**config.mk**
```make
export PLATFORM = sky130hd
export DESIGN_NAME = serial_lane_tx
export DESIGN_NICKNAME = d
export VERILOG_FILES = /design/src/rtl/serial_lane_tx.sv
export SDC_FILE = /design/constraint.sdc
export NUM_CORES = 1
export LEC_CHECK = 0
export ABC_AREA = 1
export BUFFER_PORTS_ARGS = -buffer_cell sky130_fd_sc_hd__buf_4
export CAP_MARGIN = 15
export CELL_PAD_IN_SITES_DETAIL_PLACEMENT = 0
export CELL_PAD_IN_SITES_GLOBAL_PLACEMENT = 2
export CORE_MARGIN = 3
export CORE_UTILIZATION = 31
export CTS_BUF_LIST = sky130_fd_sc_hd__clkbuf_8 sky130_fd_sc_hd__clkbuf_16
export CTS_CLUSTER_SIZE = 28
export DETAILED_ROUTE_END_ITERATION = 7
export PLACE_DENSITY = 0.79
export SYNTH_ARGS = -nofsm -noshare
export SYNTH_HDL_FRONTEND = slang
export SYNTH_SLANG_ARGS = --single-unit
```
**constraint.sdc**
```tcl
create_clock -name clk -period 1.9 [get_ports clk]
set_input_delay 0.095 -clock clk [delete_from_list [all_inputs] [get_ports clk]]
set_output_delay 0.095 -clock clk [all_outputs]
set_load 0.01 [all_outputs]
```
**src/rtl/serial_lane_tx.sv**
```systemverilog
// serial_lane_tx
// ----------------------------------------------------------------------------
// Parallel-to-serial transmit stage for one routed lane. Words are popped from
// the routing output FIFO and shifted out MSB-first as a continuous bit stream.
// When the FIFO has nothing ready, a comma/idle word fills the slot, so the
// link never starves. A sync comma is always sent first after enable rises.
//
// Optional feature (compile-time macro SERIAL_LANE_PARITY_EN):
//   defined     -> each word is followed by an even-parity bit (FRAME = DATA_SIZE+1)
//   not defined -> FRAME = DATA_SIZE, no parity bit
//
// Ports:
//   clk         single clock, all state on the rising edge
//   reset       asynchronous active-low reset
//   enable      lane transmit enable
//   in          word from routing FIFO, valid the cycle after pop
//   fifo_empty  routing FIFO empty flag
//   pop         one-cycle read strobe to the routing FIFO
//   data_out    serial bit
//   k_out       high while bits of an idle/comma word are on data_out
//   word_start  high during the first bit of every word
//   active      high while in SHIFT (exposes the FSM state)
//   data_cnt    count of data (non-idle) words loaded; wraps silently
//
// FIFO handshake: pop is a request strobe issued only when fifo_empty=0; the
// FIFO answers with a fixed 1-cycle latency (pop high before edge T, in is
// sampled at edge T+1). There is no back-pressure: a popped word is always
// transmitted unless reset intervenes.
// ----------------------------------------------------------------------------
module serial_lane_tx #(
  parameter int                   DATA_SIZE = 8,
  parameter logic [DATA_SIZE-1:0] IDLE_WORD = 8'hBC,
  parameter int                   CNT_SIZE  = 16
) (
  input  logic                 clk,
  input  logic                 reset,
  input  logic                 enable,
  input  logic [DATA_SIZE-1:0] in,
  input  logic                 fifo_empty,
  output logic                 pop,
  output logic                 data_out,
  output logic                 k_out,
  output logic                 word_start,
  output logic                 active,
  output logic [CNT_SIZE-1:0]  data_cnt
);

`ifdef SERIAL_LANE_PARITY_EN
  localparam int FRAME = DATA_SIZE + 1;
`else
  localparam int FRAME = DATA_SIZE;
`endif
  localparam int BW = $clog2(FRAME);
  localparam logic [BW-1:0] LAST_BIT = BW'(FRAME - 1);
  localparam logic [BW-1:0] POP_BIT  = BW'(FRAME - 2);

  typedef enum logic {
    ST_IDLE  = 1'b0,
    ST_SHIFT = 1'b1
  } state_t;

  state_t                state_q, state_n;
  logic [FRAME-1:0]      shreg_q, shreg_n;
  logic [BW-1:0]         bit_cnt_q, bit_cnt_n;
  logic                  k_q, k_n;
  logic                  pop_q;
  logic [CNT_SIZE-1:0]   cnt_q, cnt_n;

  // Serial frame of one word: the word itself, plus the even-parity bit
  // appended after the LSB when parity is enabled.
  function automatic logic [FRAME-1:0] make_frame(input logic [DATA_SIZE-1:0] w);
`ifdef SERIAL_LANE_PARITY_EN
    return {w, ^w};
`else
    return w;
`endif
  endfunction

  always_ff @(posedge clk or negedge reset) begin
    if (!reset) begin
      state_q   <= ST_IDLE;
      shreg_q   <= '0;
      bit_cnt_q <= '0;
      k_q       <= 1'b0;
      pop_q     <= 1'b0;
      cnt_q     <= '0;
    end else begin
      state_q   <= state_n;
      shreg_q   <= shreg_n;
      bit_cnt_q <= bit_cnt_n;
      k_q       <= k_n;
      pop_q     <= pop;
      cnt_q     <= cnt_n;
    end
  end

  always_comb begin
    state_n    = state_q;
    shreg_n    = shreg_q;
    bit_cnt_n  = bit_cnt_q;
    k_n        = k_q;
    cnt_n      = cnt_q;
    pop        = 1'b0;
    data_out   = 1'b0;
    k_out      = 1'b0;
    word_start = 1'b0;
    active     = 1'b0;

    case (state_q)
      ST_IDLE: begin
        if (enable) begin
          // Link start always begins with a sync comma.
          shreg_n   = make_frame(IDLE_WORD);
          k_n       = 1'b1;
          bit_cnt_n = '0;
          state_n   = ST_SHIFT;
        end
      end

      ST_SHIFT: begin
        active     = 1'b1;
        data_out   = shreg_q[FRAME-1];
        k_out      = k_q;
        word_start = (bit_cnt_q == '0);
        // Request the next word one cycle ahead so it arrives exactly at the
        // last bit of the current word and the stream stays gapless.
        pop        = (bit_cnt_q == POP_BIT) && enable && !fifo_empty;

        if (bit_cnt_q == LAST_BIT) begin
          bit_cnt_n = '0;
          if (pop_q) begin
            // A popped word is sent even if enable has dropped meanwhile.
            shreg_n = make_frame(in);
            k_n     = 1'b0;
            cnt_n   = cnt_q + CNT_SIZE'(1);
          end else if (enable) begin
            shreg_n = make_frame(IDLE_WORD);
            k_n     = 1'b1;
          end else begin
            shreg_n = '0;
            k_n     = 1'b0;
            state_n = ST_IDLE;
          end
        end else begin
          shreg_n   = {shreg_q[FRAME-2:0], 1'b0};
          bit_cnt_n = bit_cnt_q + BW'(1);
        end
      end

      default: state_n = ST_IDLE;
    endcase
  end

  assign data_cnt = cnt_q;

endmodule

```
==> summary.md, run 1 <==
| Metric | Value |
|---|---|
| Worst Skew | `around 0.0065 ns` |
| CTS max path bufs | `2` |
| Slowest CP cell | `dfrtp_1` |
| Crit path max fanout | `8` |
| Distinct cell type count after synthesis | `25` |
| Final period util | `0.820` |
| Via density per instance | `4.52` |
| Final Setup Violations | `0` |
| CTS Hold Buffers Added | `2` |
| Post-DP HPWL | `about 2600 um` |
| Core area | `between 4000 and 5000 sq um` |
| Fin. Hold Viols | `0` |
| Die height | `~76 um` |
| Die area | `roughly 5800 sq um` |
| Global-route usage over all layers | `0.127` |
| # clock sinks | `30` |
| WS Path Type | `reg2out` |
| Leakage | `1.02 nW` |
| Peak Freq | `0.642 GHz` |
| Root buf cell | `clkbuf_8` |
| Final Cell Area | `between 1500 and 2000 sq um` |
| Rows | `24` |
| Flop2flop setup slack | `between 0.3 and 0.4 ns` |
| H-Tree Depth | `2` |
| CP Capture Type | `primary output` |
| TritonCTS clock tree | `yes` |
| Drt first-iter violations | `48` |
| Final worst slack | `0.342 ns` |
| Register area share after synthesis | `0.488` |
| IO Pins | `33` |
| Clock Latency Late Sink | `approximately 0.28 ns` |
| Layout area overhead | `28.8%` |
| CTS Buf Count | `5` |
| Pins Over Slew Limit | `0` |
| Share of cells above drive strength 1 | `0.219` |
| Initial antenna violation count | `0` |
| Placed inst area | `about 1900 sq um` |
| Top cell type by total area after synthesis | `dfrtp_1` |
| Register bit count reported by yosys | `30` |
| Top cells by area, synth | `dfrtp_1 49%, nand2_1 11%, inv_1 5.1%, ha_1 4.9%, nand3_1 4.9%` |
| GP Congestion | `around 0.76` |
| Wire per inst | `around 12 um` |
| Hold slack | `about 0.052 ns` |
| Syn Std Cell Area | `roughly 1500 sq um` |
| CP max stage delay | `0.52 ns` |
| Max Cap Viol | `0` |
| Routed via count | `1,307` |
| Unrepaired setup endpoints after global routing | `false` |
| Worst VDD drop | `532 uV` |
| Synth Warn # | `0` |
| Status | `complete, no violations` |
| Mapped Nets | `about 200` |
| Slew @ Worst Pin | `0.384 ns` |
| Post-Route WL | `between 3000 and 4000 um` |
| First drt pass iteration count | `4` |
| Die X | `~76 um` |
| Pwr/cell area | `983 nW/um^2` |
| Syn avg cell area | `8.50 sq um` |
| CP startpoint kind | `flip-flop` |
| Synth Instances | `~180` |
| Slew headroom | `0.744` |
| Vias in the first global route | `around 1,300` |
| Nets | `approximately 240` |
| Worst EP arrival | `1.46 ns` |
| Postcts setup bufs | `0` |
| Period minus WS final | `about 1.6 ns` |
| Starting Density | `0.337` |
| Largest net degree at the start of global routing | `31` |
| Grt total ovfl | `0` |
| Hold WC Path Type | `in2reg` |
| DR DRC count | `0` |
| Place WS | `0.349 ns` |
| Critical Path RT | `between 1.5 and 2 ns` |
| Final TNS setup | `0 ns` |
| Clk pin slew, worst setup/hold paths | `0.06 ns` |
| Post-cts sizing count | `0` |
| First-pass GRT wire length | `just under 6000 um` |
| Crit path cell chain | `inv_1, nor3_1, buf_4` |
| Number of antenna diodes | `0` |
| # port buffers | `32` |
| Remaining antenna violation count | `0` |
| Share of the synthesized area in the top cell type | `0.488` |
[metrics by stage]
step,util,instances,power (mW)
after floorplan,-,181,1.22
after global placement,0.410,279,1.44
after detailed placement,0.410,279,1.45
after CTS,0.434,289,1.98
after global routing,0.434,289,2.12
final,0.434,289,1.95
[cell usage in the layout (no fill, tap or decap), drive strengths merged, types with 3 or more instances in the layout]
| cell | count |
|---|---|
| xor2 | 4 |
| ha | 6 |
| nor2 | 21 |
| nand3 | 17 |
| clkbuf | 6 |
| buf | 34 |
| xnor2 | 7 |
| dfrtp | 30 |
| o21ai | 9 |
| a21oi | 6 |
| nor3 | 4 |
| clkinv | 3 |
| nand2 | 46 |
| inv | 23 |
[final cells by class]
type,instances,area (sq um)
clock buffer,6,82.6
clock inverter,2,8.76
fill,490,2580
inverter,24,91.3
multi-input combinational,126,691
sequential,30,751
tap,65,81.3
timing repair buffer,36,275
[Yosys cell counts]
library cell and number:
nand3_2 1, xor2_1 4, a21oi_1 6, clkinv_2 1, nor2_4 2, nand4_1 1
inv_2 1, dfrtp_1 30, nor3_1 4, a31oi_1 1, o21ai_0 9, a22o_1 1
xnor2_1 7, buf_2 1, clkinv_1 1, nand3b_1 2, nand2_1 45, ha_1 6
inv_1 21, nor2_1 18, nand2_4 1, o311ai_0 1, nand3_1 15, nor2_2 1
nand3_4 1
[critical path: cells and delay by family, from the launching register on]
family	cells	cell delay (ns)
buffers and inverters	2	0.40
flip-flops	1	0.52
AND/OR/NAND/NOR	1	0.28
[final timing paths]
check,start,end,depth (start not counted)
hold reg to reg,data_cnt[15],data_cnt[15],2
setup / recovery,state_q,pop,3
min in group asynchronous,reset,data_cnt[2],2
setup reg to reg,bit_cnt_q[1],data_cnt[9],8
max in group asynchronous,reset,bit_cnt_q[0],2
hold / removal,enable,state_q,3
[flip-flops by register name, indices dropped and copies added (netlist names)]
register,flops
bit_cnt_q,3
data_cnt,16
k_q,1
pop_q,1
shreg_q,8
state_q,1
[per-layer routing]
metal  vias up  GRT usage  part of all wire
met4         0     0.0562             0.016
li1        658          -                 -
met2        29      0.207              0.49
met1       613      0.154              0.45
met3         7     0.0378             0.047
met5         -          0                 0
[where the power goes]
group	internal, mW	switching (mW)	leakage, nW	total [mW]
Clock	0.286	0.236	0.0524	0.522
Combinational	0.263	0.307	0.573	0.571
Sequential	0.763	0.0902	0.399	0.854
[kinds of logic (layout without fill, tap and decap cells)]
family,count (synthesis),count (layout),synth area share
AND/OR/NAND/NOR,91,91,0.273
XOR/XNOR,11,11,0.0627
AO/OA/AOI/OAI,18,18,0.0643
flip-flops,30,30,0.488
buffers and inverters,25,68,0.0626
adder cells (fa/ha/maj),6,6,0.0488
(Power assumes the default switching activity.)
==> run 2, diff against run 1 <==
==> constraint.sdc (replaced) <==
create_clock -name clk -period 1.5 [get_ports clk]
set_input_delay 0.075 -clock clk [delete_from_list [all_inputs] [get_ports clk]]
set_output_delay 0.075 -clock clk [all_outputs]
set_load 0.01 [all_outputs]
==> run 2 against run 1 <==
- cell count rose by 2.4%
- setup slack got worse by 0.26 ns
- highest routed layer unchanged
- critical path depth stayed put
- largest cell class unchanged
- core utilization up 2.4 points
- critical endpoint unchanged
==> summary.md, run 2 (synthesized netlist as in run 1, its figures left out) <==
| Metric | Value |
|---|---|
| Clock Latency Late Sink | `0.28 ns (about the same)` |
| GP Congestion | `0.757 (was 0.761)` |
| CTS max path bufs | `2 (unchanged)` |
| Slew headroom | `0.739 (was 0.744)` |
| Starting Density | `0.337 (unchanged)` |
| Final core utilization | `0.458 (was 0.434)` |
| Grt total ovfl | `0 (unchanged)` |
| Period minus WS final | `between 1 and 1.5 ns` |
| Rows | `24 (unchanged)` |
| Wire per inst | `12.5 um (was 11.9 um)` |
| Pwr/cell area | `1230 nW/um^2 (was 983 nW/um^2)` |
| Place WS | `-0.0429 ns (was 0.349 ns)` |
| Critical Path RT | `1.42 ns (was 1.80 ns)` |
| CTS Buf Count | `5 (unchanged)` |
| Die X | `76.4 um (unchanged)` |
| Hold slack | `0.0293 ns (was 0.0522 ns)` |
| CP startpoint kind | `flip-flop (unchanged)` |
| Max Cap Viol | `0 (unchanged)` |
| # clock sinks | `30 (unchanged)` |
| Worst Skew | `0.00507 ns (was 0.00649 ns)` |
| H-Tree Depth | `2 (unchanged)` |
| Remaining antenna violation count | `0 (unchanged)` |
| Slew @ Worst Pin | `0.392 ns (was 0.384 ns)` |
| Global-route usage over all layers | `0.133 (was 0.127)` |
| Die height | `76.4 um (unchanged)` |
| First drt pass iteration count | `4 (unchanged)` |
| Hold WC Path Type | `in2reg (unchanged)` |
| Total power | `2.57 mW (was 1.95 mW)` |
| IO Pins | `33 (unchanged)` |
| Leakage | `1.06 nW (was 1.02 nW)` |
| Final Setup Violations | `0 (unchanged)` |
| Number of antenna diodes | `0 (unchanged)` |
| Final worst slack | `0.0844 ns (was 0.342 ns)` |
| First-pass GRT wire length | `6240 um (was 5960 um)` |
| WS Path Type | `reg2out (unchanged)` |
| Vias in the first global route | `1,419 (was 1,265)` |
| Layout area overhead | `35.9% (was 28.8%)` |
| Commonest cells after routing, fill and taps aside | `43 x nand2_1, 42 x buf_4, 30 x dfrtp_1 (was 45 x nand2_1, 34 x buf_4, 30 x dfrtp_1)` |
| Post-Route WL | `3690 um (was 3430 um)` |
| Most common cell after layout, fill and taps aside | `nand2_1 (unchanged)` |
| DR DRC count | `0 (unchanged)` |
| Worst VDD drop | `694 uV (was 532 uV)` |
| # port buffers | `32 (unchanged)` |
| Via density per instance | `4.53 (was 4.52)` |
| Root buf cell | `clkbuf_8 (unchanged)` |
| Final period util | `0.944` |
| Post-DP HPWL | `2740 um (was 2590 um)` |
| Pins Over Slew Limit | `0 (unchanged)` |
| Drt first-iter violations | `46 (was 48)` |
| CP Capture Type | `primary output (unchanged)` |
| Largest net degree at the start of global routing | `31 (unchanged)` |
| Nets | `249 (was 241)` |
| Unrepaired setup endpoints after global routing | `true (was false)` |
| Die area | `5840 sq um (unchanged)` |
| Core area | `4560 sq um (unchanged)` |
| Final non-filler cell total | `296 (was 289)` |
| Share of cells above drive strength 1 | `0.273 (was 0.219)` |
| Peak Freq | `~0.7 GHz` |
| Clk pin slew, worst setup/hold paths | `0.06 ns (about the same)` |
| Initial antenna violation count | `0 (unchanged)` |
| Max reg flops | `16 (unchanged)` |
| TritonCTS clock tree | `yes (unchanged)` |
| Status | `complete, no violations (unchanged)` |
| Worst EP arrival | `1.34 ns (was 1.46 ns)` |
| Cells after DPL | `285 (was 279)` |
| Routed via count | `1,341 (was 1,307)` |
| Layout filler cell count | `483 (was 490)` |
| Crit path max fanout | `8 (unchanged)` |
| Fin. Hold Viols | `0 (unchanged)` |
==> run 2: changes by cell type in the layout (fill, tap and decap cells not counted), sizes merged <==
cell,delta
buf,+8
inv,+1
clkinv,-1
clkbuf,-1
==> run 2: worst paths after layout <==
kind | endpoint | depth (start not counted) | slack (ns) | start
setup / recovery | pop | 3 | 0.08 | state_q
hold / removal | state_q | 3 | 0.03 | enable
min in group asynchronous | data_cnt[8] | 2 | 0.27 | reset
hold reg to reg | shreg_q[4] | 2 | 0.51 | shreg_q[4]
setup reg to reg | data_cnt[14] | 8 | 0.09 | bit_cnt_q[1]
max in group asynchronous | pop_q | 2 | 0.94 | reset
==> run 2: worst max-delay path: stages, from the launching register on <==
cell	delay [ns]
dfrtp_1	0.45
inv_1	0.21
nor3_2	0.25
buf_4	0.15
==> run 2: metrics by stage <==
stage / cell area [sq um] / setup TNS (ns)
2_1_floorplan: 1540 / 0
3_3_place_gp: 1910 / -0.0326
3_5_place_dp: 1910 / -0.0697
4_1_cts: 2030 / 0
5_1_grt: 2090 / -0.0213
6_report: 2090 / 0
==> run 2: area by class of cell <==
type	instances	area (sq um)	area share
clock buffer	5	68.8	0.0329
clock inverter	2	7.51	0.00359
inverter	24	95.1	0.0455
multi-input combinational	126	751	0.359
sequential	30	751	0.359
tap	65	81.3	0.0389
timing repair buffer	44	335	0.160
==> run 2: metal layers <==
layer	vias to the layer above	part of all wire	routed length, um	track usage
met2	30	0.52	1920	0.243
li1	671	-	-	-
met5	-	0	0	0
met1	635	0.42	1550	0.143
met4	0	0.014	50	0.0525
met3	5	0.045	167	0.0366
==> run 2: report_power, final <==
part,switching (mW),internal (mW),leakage [nW]
clock network,0.293,0.305,0.0466
registers,0.130,0.967,0.399
logic,0.452,0.419,0.612
total,0.875,1.69,1.06
==> run 2: timing repair <==
item | 4_1_cts | 5_1_grt
buffers inserted | 1 | 1
pin swaps | 0 | 3
hold buffers | 2 | 0
endpoints found under the setup margin | 4 | 17
hold endpoints to repair | 31 | 0
gates resized for setup | 3 | 10
